### src/rtl/fu_div.sv
// fu_div: multi-cycle restoring divider functional unit.
// It takes one op from the issue table, runs width_p restoring steps, and
// broadcasts the quotient or remainder on the CDB for exactly one cycle.
// The unsigned core always divides magnitudes. Signed ops are sign-fixed once
// the last step completes.

package fu_div_pkg;
  localparam int WORD_SIZE_P = 16;
  localparam int DEST_W_P    = 6;
  localparam int OPCODE_W_P  = 2;

  // opcode[0]: 0 = quotient, 1 = remainder; opcode[1]: 0 = unsigned, 1 = signed
  typedef struct packed {
    logic [WORD_SIZE_P-1:0] source_1_data;
    logic [WORD_SIZE_P-1:0] source2_imm_data;
    logic [DEST_W_P-1:0]    dest_id;
    logic [OPCODE_W_P-1:0]  opcode;
  } issued_instruction_t;

  typedef struct packed {
    logic                   valid;
    logic [DEST_W_P-1:0]    dest;
    logic [WORD_SIZE_P-1:0] data;
    logic                   exc;
  } CDB_t;
endpackage

module fu_div
  import fu_div_pkg::*;
#(
  parameter int width_p = WORD_SIZE_P
) (
  input  logic                clk_i,
  input  logic                reset_i,
  input  issued_instruction_t instruction_i,
  input  logic                valid_i,
  output logic                ready_o,
  input  logic                flush_i,
  output CDB_t                cdb_o
);

  localparam logic [width_p-1:0] LAST_CNT = width_p'(width_p - 1);
  localparam logic [width_p-1:0] ONE_W    = {{(width_p-1){1'b0}}, 1'b1};
  localparam logic [width_p-1:0] ZERO_W   = {width_p{1'b0}};
  localparam logic [width_p-1:0] ALL_ONES = {width_p{1'b1}};

  typedef enum logic [1:0] {
    S_IDLE = 2'd0,
    S_BUSY = 2'd1,
    S_DONE = 2'd2
  } state_t;

  // Two's-complement negation, used for both operand magnitudes and result fixup.
  function automatic logic [width_p-1:0] neg2(input logic [width_p-1:0] v);
    return ~v + ONE_W;
  endfunction

  state_t               state_r, state_n;
  logic [width_p-1:0]   cnt_r;
  logic [width_p-1:0]   dend_r;      // raw dividend, returned as remainder on divide-by-zero
  logic [width_p-1:0]   dvsr_r;      // divisor magnitude
  logic [width_p-1:0]   quo_r;       // dividend bits shift out of the top, quotient bits shift in below
  logic [width_p-1:0]   rem_r;
  logic [DEST_W_P-1:0]  dest_r;
  logic                 is_rem_r, neg_quo_r, neg_rem_r, div_zero_r;
  logic [width_p-1:0]   result_r;
  logic                 exc_r;

  logic                 ready_s, accept_s, cdb_valid_s;
  logic [width_p-1:0]   src_a_s, src_b_s, a_mag_s, b_mag_s;
  logic                 a_neg_s, b_neg_s;
  logic [width_p:0]     rem_shift_s, trial_s;
  logic [width_p-1:0]   rem_next_s, quo_next_s, final_s;
  logic                 q_bit_s;

  // Operand decode: signed ops are reduced to magnitudes plus sign flags.
  always_comb begin
    src_a_s = instruction_i.source_1_data[width_p-1:0];
    src_b_s = instruction_i.source2_imm_data[width_p-1:0];
    a_neg_s = instruction_i.opcode[1] & src_a_s[width_p-1];
    b_neg_s = instruction_i.opcode[1] & src_b_s[width_p-1];
    a_mag_s = a_neg_s ? neg2(src_a_s) : src_a_s;
    b_mag_s = b_neg_s ? neg2(src_b_s) : src_b_s;
  end

  // FSM next state, handshake and broadcast qualifier.
  always_comb begin
    state_n     = state_r;
    ready_s     = (state_r != S_BUSY) & ~flush_i;
    accept_s    = valid_i & ready_s;
    cdb_valid_s = (state_r == S_DONE) & ~flush_i;
    case (state_r)
      S_IDLE: begin
        if (accept_s) state_n = S_BUSY;
        else          state_n = S_IDLE;
      end
      S_BUSY: begin
        if (flush_i)                 state_n = S_IDLE;
        else if (cnt_r == LAST_CNT)  state_n = S_DONE;
        else                         state_n = S_BUSY;
      end
      S_DONE: begin
        if (flush_i)       state_n = S_IDLE;
        else if (accept_s) state_n = S_BUSY;
        else               state_n = S_IDLE;
      end
      default: state_n = S_IDLE;
    endcase
  end

  assign ready_o = ready_s;

  // One restoring step. The remainder stays below the divisor, so bit width_p of the trial is the borrow.
  always_comb begin
    rem_shift_s = {rem_r, quo_r[width_p-1]};
    trial_s     = rem_shift_s - {1'b0, dvsr_r};
    if (trial_s[width_p]) begin
      rem_next_s = rem_shift_s[width_p-1:0];
      q_bit_s    = 1'b0;
    end else begin
      rem_next_s = trial_s[width_p-1:0];
      q_bit_s    = 1'b1;
    end
    quo_next_s = {quo_r[width_p-2:0], q_bit_s};
  end

  // Final result selection: divide-by-zero override, then sign fixup of the selected magnitude.
  always_comb begin
    if (div_zero_r) begin
      final_s = is_rem_r ? dend_r : ALL_ONES;
    end else if (is_rem_r) begin
      final_s = neg_rem_r ? neg2(rem_next_s) : rem_next_s;
    end else begin
      final_s = neg_quo_r ? neg2(quo_next_s) : quo_next_s;
    end
  end

  // State register.
  always_ff @(posedge clk_i or negedge reset_i) begin
    if (!reset_i) state_r <= S_IDLE;
    else          state_r <= state_n;
  end

  // Datapath: capture on accept, iterate while busy, latch the result on the last step.
  always_ff @(posedge clk_i or negedge reset_i) begin
    if (!reset_i) begin
      cnt_r      <= ZERO_W;
      dend_r     <= ZERO_W;
      dvsr_r     <= ZERO_W;
      quo_r      <= ZERO_W;
      rem_r      <= ZERO_W;
      dest_r     <= {DEST_W_P{1'b0}};
      is_rem_r   <= 1'b0;
      neg_quo_r  <= 1'b0;
      neg_rem_r  <= 1'b0;
      div_zero_r <= 1'b0;
      result_r   <= ZERO_W;
      exc_r      <= 1'b0;
    end else if (accept_s) begin
      cnt_r      <= ZERO_W;
      dend_r     <= src_a_s;
      dvsr_r     <= b_mag_s;
      quo_r      <= a_mag_s;
      rem_r      <= ZERO_W;
      dest_r     <= instruction_i.dest_id;
      is_rem_r   <= instruction_i.opcode[0];
      neg_quo_r  <= a_neg_s ^ b_neg_s;
      neg_rem_r  <= a_neg_s;
      div_zero_r <= (src_b_s == ZERO_W);
      result_r   <= ZERO_W;
      exc_r      <= 1'b0;
    end else if ((state_r == S_BUSY) && !flush_i) begin
      quo_r <= quo_next_s;
      rem_r <= rem_next_s;
      cnt_r <= cnt_r + ONE_W;
      if (cnt_r == LAST_CNT) begin
        result_r <= final_s;
        exc_r    <= div_zero_r;
      end
    end
  end

  // CDB drive: all fields are zero unless the broadcast is valid this cycle.
  always_comb begin
    cdb_o.valid = 1'b0;
    cdb_o.dest  = {DEST_W_P{1'b0}};
    cdb_o.data  = {WORD_SIZE_P{1'b0}};
    cdb_o.exc   = 1'b0;
    if (cdb_valid_s) begin
      cdb_o.valid = 1'b1;
      cdb_o.dest  = dest_r;
      cdb_o.data  = WORD_SIZE_P'(result_r);
      cdb_o.exc   = exc_r;
    end else begin
      cdb_o.valid = 1'b0;
    end
  end

endmodule
### config.mk
export PLATFORM = sky130hd
export DESIGN_NAME = fu_div
export DESIGN_NICKNAME = d
export VERILOG_FILES = /design/src/rtl/fu_div.sv
export SDC_FILE = /design/constraint.sdc
export NUM_CORES = 1
export LEC_CHECK = 0
export ABC_AREA = 1
export CORE_MARGIN = 8
export CORE_UTILIZATION = 40
export DETAILED_ROUTE_END_ITERATION = 12
export GPL_TIMING_DRIVEN = 0
export PLACE_DENSITY_LB_ADDON = 0.08
export SYNTH_ARGS = -nofsm -noshare
export SYNTH_HDL_FRONTEND = slang
export SYNTH_SLANG_ARGS = --single-unit
### constraint.sdc
create_clock -name clk_i -period 3.19 [get_ports clk_i]
set_input_delay 0.638 -clock clk_i [delete_from_list [all_inputs] [get_ports clk_i]]
set_output_delay 0.638 -clock clk_i [all_outputs]
set_load 0.02 [all_outputs]
* Yosys cells after proc, flatten, opt, wreduce, memory -nomap -nowiden
Cells that the tools add are included.
** Word-level totals
- Flip-flop bits (word level) :: 109
- Logic and storage cells :: 69
- Output and inout port bits :: 25
** Cells by class
- Reductions and logical operators :: 7
- Equal/unequal tests :: 4
- Add/subtract/negate cells :: 6
- Multiplexer cells :: 28
- Bitwise operators :: 11
** Operators with widths (count)
- two-way mux 16 bit :: 17
- adder 16 x 1 -> 16 bit (second input constant) :: 5
- inverter 16 bit :: 4
- two-way mux 23 bit :: 1
- subtractor 17 x 16 -> 17 bit :: 1
- equality test 16 x 4 -> 1 bit (second input constant) :: 1
- zero test 16 bit :: 1
- two-way mux 1 bit :: 6
- two-way mux 2 bit :: 3
- case mux 2 bit (3 select lines) :: 1
- AND 1 bit :: 5
- nonzero test 2 bit :: 2
- equality test 2 x 1 -> 1 bit (second input constant) :: 1
- equality test 2 bit (second input constant) :: 1
- zero test 2 bit :: 1
- inequality test 2 x 1 -> 1 bit (second input constant) :: 1
- AND reduction 2 bit :: 1
- logical AND 1 bit :: 1
- zero test 1 bit :: 1
- inverter 1 bit :: 1
- XOR 1 bit :: 1

* Longest topological paths before layout
Gate-level depths: netlist of run 1.
- Depth in word-level cells :: 10
- Gate-level depth with buffers :: 26
- Mapped depth without buffers :: 25

* Least setup slack after synthesis of run 1
OpenSTA, ideal clock, no wires.
- Path type :: register to register
- Start point :: register dvsr_r[0]
- End point :: register result_r[14]
- Data arrival time :: 3047 ps
- Period minus slack after synthesis :: 3112 ps
- Library setup time :: 65 ps
- Buffers on the path :: 1
- Slack :: 78 ps
- Cell stages (with the launch flop) :: 26
- Cell sequence :: dfrtp_1 > ha_1 > fa_1 > inv_1 > nand2_1 > nand2_1 > nand3_1 > nand2_2 > nand2_4 > nand2_4 > nand2_4 > nand2_4 > buf_6 > ha_1 > inv_1 > nor2_1 > nand4_1 > nor3_1 > nand2_1 > o31ai_1 > a21oi_1 > o21ai_0 > nand2_1 > nand2_1 > nand2_1 > nand2_1
** Between the ends
- Cells in the longest elaborated chain, start to end :: 10
- Elaborated cells between the ends (all ways) :: 14
- Those cells by class :: add/sub (3); mux (9); bitwise (2)
** Ends and longest elaborated chain
- from (decl) :: line 61 : logic [width_p-1:0] dvsr_r;
- from (signal assigned) :: line 162 : dvsr_r <= b_mag_s;
- subtractor 17 x 16 -> 17 bit (*) :: line 116 : trial_s = rem_shift_s - {1'b0, dvsr_r};
- two-way mux 1 bit / two-way mux 16 bit (equally long branches) :: line 117 : if (trial_s[width_p]) begin
- inverter 16 bit :: line 55 : return ~v + ONE_W;
- adder 16 x 1 -> 16 bit :: line 55
- two-way mux 16 bit (on tied branches) :: line 134, 132
- two-way mux 16 bit (*) :: line 131 : end else if (is_rem_r) begin
- two-way mux 16 bit (*) :: line 129 : if (div_zero_r) begin
- two-way mux 16 bit (*) :: line 176 : if (cnt_r == LAST_CNT) begin
- two-way mux 16 bit (*) :: line 172 : end else if ((state_r == S_BUSY) && !flush_i) begin
- two-way mux 16 bit (*) :: line 159 : end else if (accept_s) begin
- to (signal assigned) :: line 177 : result_r <= final_s;
- to (decl) :: line 66 : logic [width_p-1:0] result_r;
Every way passes the cells marked *; elsewhere a longest branch is shown, timed or not. The select of a mux whose other input is x is not followed.
A chain may end at the register's enable or synchronous reset.

* Worst setup path in the final report of run 1
Ends and elaborated chain as after synthesis.

==> results of run 1 <==
==> power by group <==
part	switching, W	internal [W]	total (W)
Clock	0.000552	0.000662	0.00121
Combinational	0.00290	0.00185	0.00475
Sequential	0.000248	0.00163	0.00188
Total	0.00370	0.00414	0.00785
==> worst register-to-register path: stages, from the launching register on <==
cell and delay [ns]:
sky130_fd_sc_hd__dfrtp_1 0.42, sky130_fd_sc_hd__ha_4 0.18, sky130_fd_sc_hd__fa_2 0.39, sky130_fd_sc_hd__inv_2 0.06
sky130_fd_sc_hd__nand2_2 0.05, sky130_fd_sc_hd__nand2_2 0.07, sky130_fd_sc_hd__nand3_2 0.08, sky130_fd_sc_hd__nand2_4 0.10
sky130_fd_sc_hd__nand2_4 0.07, sky130_fd_sc_hd__nand2_4 0.08, sky130_fd_sc_hd__nand2_4 0.07, sky130_fd_sc_hd__nand2_8 0.09
sky130_fd_sc_hd__ha_4 0.13, sky130_fd_sc_hd__inv_2 0.04, sky130_fd_sc_hd__nor2_4 0.09, sky130_fd_sc_hd__nand4_1 0.13
sky130_fd_sc_hd__nor3_2 0.18, sky130_fd_sc_hd__nand2_1 0.11, sky130_fd_sc_hd__o31ai_2 0.23, sky130_fd_sc_hd__a21oi_1 0.10
sky130_fd_sc_hd__o21ai_1 0.14, sky130_fd_sc_hd__nand2_1 0.08, sky130_fd_sc_hd__nand2_1 0.06, sky130_fd_sc_hd__nand2_1 0.04
sky130_fd_sc_hd__nand2_1 0.05
==> flip-flops by register name, summed over array words and instances, names as in the netlist <==
register / flops
cnt_r: 16
dend_r: 16
dest_r: 6
div_zero_r: 1
dvsr_r: 16
exc_r: 1
is_rem_r: 1
neg_quo_r: 1
neg_rem_r: 1
quo_r: 16
rem_r: 16
result_r: 16
state_r: 2
==> area by class of cell <==
cell class | count | area (µm²) | share of cell area (%)
Multi-Input combinational cell | 786 | 4340 | 45.6
Clock buffer | 11 | 253 | 2.66
Sequential cell | 109 | 2730 | 28.7
Inverter | 177 | 664 | 6.99
Clock inverter | 5 | 65.1 | 0.685
Buffer | 36 | 224 | 2.36
Timing Repair Buffer | 93 | 938 | 9.88
Tap cell | 234 | 293 | 3.08
==> stage by stage <==
| stage | instances | total power (W) | utilization (%) | instance area, µm² |
|---|---|---|---|---|
| global route | 1451 | 0.00845 | 50.6 | 9500 |
| floorplan | 1109 | 0.00484 | - | 7660 |
| CTS | 1433 | 0.00711 | 48.3 | 9060 |
| global placement | 1411 | 0.00579 | 46.0 | 8630 |
| detailed placement | 1412 | 0.00581 | 46.2 | 8660 |
| finish | 1451 | 0.00785 | 50.6 | 9500 |
==> kinds of logic (layout without fill, tap and decap cells) <==
family                   after synthesis  in the layout
AO/OA/AOI/OAI                        191            191
flip-flops                           109            109
buffers and inverters                214            322
XOR/XNOR                              20             20
adder cells (fa/ha/maj)               22             22
multiplexers                           2              2
AND/OR/NAND/NOR                      551            551
==> layer usage <==
metal | global-route usage, % | wire, µm | up-vias
met2 | 30.2 | 10500 | 149
met5 | 0 | 0 | -
met4 | 4.81 | 369 | 0
li1 | - | - | 3784
met1 | 27.6 | 11700 | 3439
met3 | 3.15 | 976 | 22
==> repair_timing <==
item	in CTS	in global routing
setup endpoints to repair	28	34
buffers inserted	6	17
gates cloned	0	1
gates resized for setup	14	64
pin swaps	7	34
==> cells in the final DEF (no fill, tap or decap), types with 21 or more instances in the layout <==
| cell type | count |
|---|---|
| sky130_fd_sc_hd__inv_1 | 169 |
| sky130_fd_sc_hd__a21oi_1 | 35 |
| sky130_fd_sc_hd__nand2_1 | 282 |
| sky130_fd_sc_hd__clkdlybuf4s50_1 | 64 |
| sky130_fd_sc_hd__dfrtp_1 | 109 |
| sky130_fd_sc_hd__o21ai_0 | 94 |
| sky130_fd_sc_hd__o22ai_1 | 26 |
| sky130_fd_sc_hd__nor2_1 | 92 |
| sky130_fd_sc_hd__nand3_1 | 70 |
| sky130_fd_sc_hd__nand2_4 | 21 |
| sky130_fd_sc_hd__nor3_1 | 22 |
==> worst min path at each step <==
stage | startpoint | endpoint | slack [ns] | depth (start not counted)
3_3_place_gp | result_r[9]$_DFFE_PN0P_ | result_r[9]$_DFFE_PN0P_ | 0.46 | 2
4_1_cts | reset_i | cnt_r[10]$_DFFE_PN0P_ | 0.17 | 1
5_1_grt | reset_i | cnt_r[10]$_DFFE_PN0P_ | 0.17 | 1
3_5_place_dp | result_r[13]$_DFFE_PN0P_ | result_r[13]$_DFFE_PN0P_ | 0.47 | 2
2_1_floorplan | reset_i | cnt_r[0]$_DFFE_PN0P_ | 0.34 | 0
6_report | reset_i | cnt_r[10]$_DFFE_PN0P_ | 0.17 | 1
==> impl_metrics.toml, run 1 <==
[status]
outcome = "finished, final reports clean"

[cts]
cts_inserted_buffers = 9
htree_num_levels = 3
clk_path_buf_depth = 2
worst_path_clk_slew_ns = 0.08
worst_skew_pair.late_latency_ns = 0.35
clock_root_buffer = "sky130_fd_sc_hd__clkbuf_16"
cts_tree = "done"
clock_sinks = 109
cts_hold_buf = 0

[yosys]
synthesized_nets = 1175
synth_flop_cell = "sky130_fd_sc_hd__dfrtp_1"
synthCells = 1109
post_synthesis_instance_area_um2 = 7660
number_of_different_library_cells_in_the_post_synthesis_netlist = 49
synth_compound_gate_area_share_pct = 14.1
number_of_synthesized_flops_with_an_enable_pin = 0
post_synth_mux_area_share_pct = 0.294
synth.top_cells.by_count = "292 x sky130_fd_sc_hd__nand2_1, 173 x sky130_fd_sc_hd__inv_1, 109 x sky130_fd_sc_hd__dfrtp_1"
netlist_top_cells_area = "sky130_fd_sc_hd__dfrtp_1 36%, sky130_fd_sc_hd__nand2_1 14%, sky130_fd_sc_hd__inv_1 8.5%"
post_synth_and_or_nand_nor_area_fraction_pct = 32.3
yosys_warnings = 0
synth-async-reset-ratio_pct = 100
synth_xor_area_share_pct = 2.29
synth.largest_area_cell = "sky130_fd_sc_hd__dfrtp_1"
synth-seq-area-share_pct = 35.6
most_numerous_cell_in_the_yosys_netlist = "sky130_fd_sc_hd__nand2_1"
synthDominantCellAreaShare_pct = 35.6
synth-seq-cells = 109
main_combinational_cell_family_by_area_after_synthesis = "simple AND/OR/NAND/NOR gates"
area_share_of_fa_ha_maj_cells_after_synthesis_pct = 3.69
avgSynthCellArea_um2 = 6.91

[worst_setup_path]
timing.critical_path.max_delay_family = "simple AND/OR/NAND/NOR gates"
regToRegSetupSlack_ns = 0.08
crit_end = "result_r[14]$_DFFE_PN0P_"
timing.setup.critical_path_class = "reg2reg"
worst_setup_path_start_kind = "flop"
timing.reg2reg.worst_path_depth = 24
critical-path-top-cell-by-count = "sky130_fd_sc_hd__nand2_1"
critical_path_required_ns = 3.48
cp_cell_sequence = "ha_4 -> fa_2 -> inv_2 -> nand2_2 -> nand2_2 -> nand3_2 -> nand2_4 -> nand2_4 -> nand2_4 -> nand2_4 -> nand2_8 -> ha_4 -> inv_2 -> nor2_4 -> nand4_1 -> nor3_2 -> nand2_1 -> o31ai_2 -> a21oi_1 -> o21ai_1 -> nand2_1 -> nand2_1 -> nand2_1 -> nand2_1"
crit_fanout = 3
worst-path-stages = 24
rr_endpoint = "result_r[14]$_DFFE_PN0P_"
critical-path-max-stage-delay_ns = 0.42
path_buf_inv = 2
worstSetupStartpoint = "dvsr_r[0]$_DFFE_PN0P_"
endpoint_kind = "flop"
critPathArrivalTime_ns = 3.40
worst_path_max_delay_cell = "sky130_fd_sc_hd__dfrtp_1"
worst_r2r_startpoint = "dvsr_r[0]$_DFFE_PN0P_"

[placed_design]
place.detailed.hpwl_um = 18300
gp_weighted_congestion = 0.888
setup_slack_after_placement_ns = -0.564
place.port_buffers = 68

[sta]
layout_min_cycle_time_ns = 3.11
summed_negative_setup_slack_over_all_endpoints_ns = 0
timing_hold_violations_final = 0
rsz0062_at_grt = "true"
timing.clock.skew_ns = 0.0115
whs_ns = 0.169
worst_pin_slew_ns = 0.680
number_of_max_slew_violations_in_the_final_report = 0
period_share_pct = 97.5
max-slew-margin-rel_pct = 54.7
setup_viol = 0
achievable-frequency_mhz = 322
final.setup.worst_slack_ns = 0.0798

[route]
route.detailed.wl_per_inst_um = 16.2
detail_route.drc_violations = 0
detail-route-antenna-nets = 0
drt-vias-per-instance = 5.10
firstDrtPassIters = 5
detail_route.wirelength_um = 23500
dr_total_vias = 7394
detail_route.iter0.violations = 559

[power]
ir_drop_uv = 419
power_leakage_nw = 4.65
power_density_nw_per_um2 = 826

[grt]
grt_pass1_wl_um = 37100
gr_overflow_total = 0
largest_net_degree_at_the_start_of_global_routing = 76
grt_antenna_before_repair = 0
grtUsageTotal_pct = 19.4
grt_pass1_vias = 7046

[floorplan]
ioPinCount = 69
die_area_um2 = 23800
fp.dieW_um = 154
core_area_um2 = 18800
initial_cell_density_of_the_core_pct = 40.8
die_h_um = 154
std_cell_rows = 50

[layout]
filler_cell_count = 1902
num_antenna_cells = 0
fin_nets = 1278
area_delta_synth_final_pct = 24.0
post_route_cells_drive_above_1_share_pct = 11.6

[hold_path]
worst_hold_path_type = "in2async"

[job]
maxCapViolCount = 0
No activity file was read; power rests on OpenSTA's default activity.
==> run 2, diff against run 1 <==
==> constraint.sdc (replaced) <==
create_clock -name clk_i -period 2.91 [get_ports clk_i]
set_input_delay 0.4365 -clock clk_i [delete_from_list [all_inputs] [get_ports clk_i]]
set_output_delay 0.4365 -clock clk_i [all_outputs]
set_load 0.02 [all_outputs]
==> run 2 against run 1 <==
Effect of this change:
- the run now ends with setup timing left
- first-iteration DRC count fell by 0.89%
- die area did not move
- critical path depth rose by 3
- register-to-register slack got worse by 0.36 ns
- design area rose by 4.2%
- via count rose by 2.1%
- clock power barely moved
- flip-flop and latch count did not move
- maximum frequency fell by 2.4%
- setup slack got worse by 0.36 ns
- clock skew rose by 0.00070 ns
- largest cell class unchanged
- highest routed layer unchanged
==> impl_metrics.toml, run 2 (synthesis gave the netlist of run 1 again) <==
[status]
outcome = "finished with violations"
violations = "setup timing"

[sta]
setup_viol = 15
layout_min_cycle_time_ns = 3.19
timing.clock.skew_ns = 0.0122
final.setup.worst_slack_ns = -0.277
whs_ns = 0.474
timing_hold_violations_final = 0
rsz0062_at_grt = "true"
achievable-frequency_mhz = 314
max-slew-margin-rel_pct = 51.5
worst_pin_slew_ns = 0.725
number_of_max_slew_violations_in_the_final_report = 0
period_share_pct = 110

[route]
drt-vias-per-instance = 5.15
route.detailed.wl_per_inst_um = 16.4
dr_total_vias = 7547
wire_length_on_met1_um = 11900
met2_wirelength_um = 10800
detail_route.wirelength_um = 24100
detail-route-antenna-nets = 0
met3_wirelength_um = 914
firstDrtPassIters = 8
detail_route.iter0.violations = 554
dr.max_layer_used = "met4"
detail_route.drc_violations = 0

[cts]
worst_path_clk_slew_ns = 0.08
clk_path_buf_depth = 2
worst_skew_pair.late_latency_ns = 0.36
cts_tree = "done"
htree_num_levels = 3
cts_inserted_buffers = 9
clock_sinks = 109
clock_root_buffer = "sky130_fd_sc_hd__clkbuf_16"

[layout]
most_common_cell_after_layout_fill_and_taps_aside = "sky130_fd_sc_hd__nand2_1"
most-common-layout-cells = "266 x sky130_fd_sc_hd__nand2_1, 161 x sky130_fd_sc_hd__inv_1, 109 x sky130_fd_sc_hd__dfrtp_1, 89 x sky130_fd_sc_hd__nor2_1, 79 x sky130_fd_sc_hd__o21ai_0"
fin_nets = 1292
post_route_cells_drive_above_1_share_pct = 16.5
filler_cell_count = 1875
finish.cell_count_without_fillers = 1465
area_delta_synth_final_pct = 29.3
fin_util_pct = 52.8
num_antenna_cells = 0

[worst_setup_path]
path_buf_inv = 4
timing.reg2reg.worst_path_depth = 27
crit_fanout = 7
critical-path-top-cell-by-count = "sky130_fd_sc_hd__nand2_4"
critPathArrivalTime_ns = 3.43
regToRegSetupSlack_ns = -0.28
worst_r2r_startpoint = "dvsr_r[0]$_DFFE_PN0P_"
worst_setup_path_start_kind = "flop"
worst_path_max_delay_cell = "sky130_fd_sc_hd__dfrtp_1"
endpoint_kind = "flop"
timing.setup.critical_path_class = "reg2reg"
critical-path-max-stage-delay_ns = 0.43
rr_endpoint = "result_r[15]$_DFFE_PN0P_"
timing.critical_path.max_delay_family = "simple AND/OR/NAND/NOR gates"
critical_path_required_ns = 3.16

[placed_design]
place.detailed.hpwl_um = 18200
dp.cells = 1412
gp_weighted_congestion = 0.862
setup_slack_after_placement_ns = -0.632
place.port_buffers = 68

[grt]
grtUsageTotal_pct = 19.9
largest_net_degree_at_the_start_of_global_routing = 72
grt_antenna_before_repair = 0
gr_overflow_total = 0
grt_pass1_wl_um = 37900
grt_pass1_vias = 7072

[job]
maxCapViolCount = 0

[power]
power_leakage_nw = 4.70
power_density_nw_per_um2 = 961
power_after_layout_w = 0.00951
ir_drop_uv = 419

[hold_path]
hold_end = "state_r[0]$_DFF_PN0_"
min_path_cells = 1
min_delay_src = "state_r[0]$_DFF_PN0_"
worst_hold_path_type = "reg2reg"

[floorplan]
ioPinCount = 69
die_h_um = 154
fp.dieW_um = 154
initial_cell_density_of_the_core_pct = 40.8
std_cell_rows = 50
core_area_um2 = 18800
die_area_um2 = 23800
==> run 2: repair_timing <==
| action | CTS | global route |
|---|---|---|
| endpoints found under the setup margin | 14 | 32 |
| resized for setup | 82 | 76 |
| hold buffers | 1 | 0 |
| pin swaps | 33 | 55 |
| gates cloned | 1 | 0 |
| setup buffers | 24 | 16 |
| hold endpoints to repair | 35 | 0 |
==> run 2: stage by stage <==
stage          cell area [µm²]  TNS [ns]
6_report                  9900     -2.01
5_1_grt                   9900     -4.75
4_1_cts                   9530     -2.25
3_5_place_dp              8670     -3.85
3_3_place_gp              8640   -349.31
2_1_floorplan             7670    -0.106
==> run 2: worst register-to-register path: stages, from the launching register on <==
cell and delay, ns:
sky130_fd_sc_hd__dfrtp_1 0.43, sky130_fd_sc_hd__ha_4 0.18, sky130_fd_sc_hd__fa_2 0.35, sky130_fd_sc_hd__inv_2 0.07
sky130_fd_sc_hd__nand2_2 0.05, sky130_fd_sc_hd__nand2_2 0.08, sky130_fd_sc_hd__nand3_2 0.09, sky130_fd_sc_hd__nand2_4 0.11
sky130_fd_sc_hd__nand2_4 0.07, sky130_fd_sc_hd__nand2_4 0.08, sky130_fd_sc_hd__buf_4 0.11, sky130_fd_sc_hd__buf_6 0.10
sky130_fd_sc_hd__nand2_8 0.07, sky130_fd_sc_hd__nand2_8 0.11, sky130_fd_sc_hd__buf_12 0.14, sky130_fd_sc_hd__nand2_4 0.05
sky130_fd_sc_hd__nand2_4 0.11, sky130_fd_sc_hd__nand2_4 0.06, sky130_fd_sc_hd__nor2_4 0.14, sky130_fd_sc_hd__nand2_4 0.08
sky130_fd_sc_hd__nand2_4 0.11, sky130_fd_sc_hd__nand3_2 0.09, sky130_fd_sc_hd__nand2_2 0.08, sky130_fd_sc_hd__nand3_2 0.07
sky130_fd_sc_hd__nand2_1 0.08, sky130_fd_sc_hd__nand2_1 0.07, sky130_fd_sc_hd__nand2_1 0.06, sky130_fd_sc_hd__nand2_1 0.05
==> run 2: routing by layer <==
metal	up-vias	global-route usage, %
li1	3815	-
met1	3563	28.3
met2	139	30.6
met3	30	2.65
met4	0	6.67
met5	-	0
==> run 2: worst max path at each step <==
stage | startpoint | to | slack [ns] | depth (start not counted)
after floorplan | dvsr_r[0]$_DFFE_PN0P_ | result_r[14]$_DFFE_PN0P_ | -0.11 | 25
after global routing | dvsr_r[0]$_DFFE_PN0P_ | result_r[14]$_DFFE_PN0P_ | -0.45 | 25
after CTS | dvsr_r[0]$_DFFE_PN0P_ | result_r[14]$_DFFE_PN0P_ | -0.35 | 25
final | dvsr_r[0]$_DFFE_PN0P_ | result_r[15]$_DFFE_PN0P_ | -0.28 | 27
after global placement | reset_i | dest_r[3]$_DFFE_PN0P_ | -3.18 | 1
after detailed placement | dvsr_r[0]$_DFFE_PN0P_ | result_r[14]$_DFFE_PN0P_ | -0.63 | 25
==> run 2: layout make-up <==
class / count / area [µm²] / share of cell area [%]
flip-flops and latches: 109 / 2730 / 27.5
repair buffers: 106 / 1070 / 10.8
plain buffers: 37 / 238 / 2.40
inverters: 177 / 669 / 6.76
multi-input cells: 786 / 4620 / 46.7
well taps: 234 / 293 / 2.96
clock inverters: 5 / 43.8 / 0.442
clock buffers: 11 / 243 / 2.45
==> run 2: report_power, final <==
group / internal [W] / switching (W)
Sequential: 0.00179 / 0.000287
Clock: 0.000617 / 0.000612
Combinational: 0.00261 / 0.00360
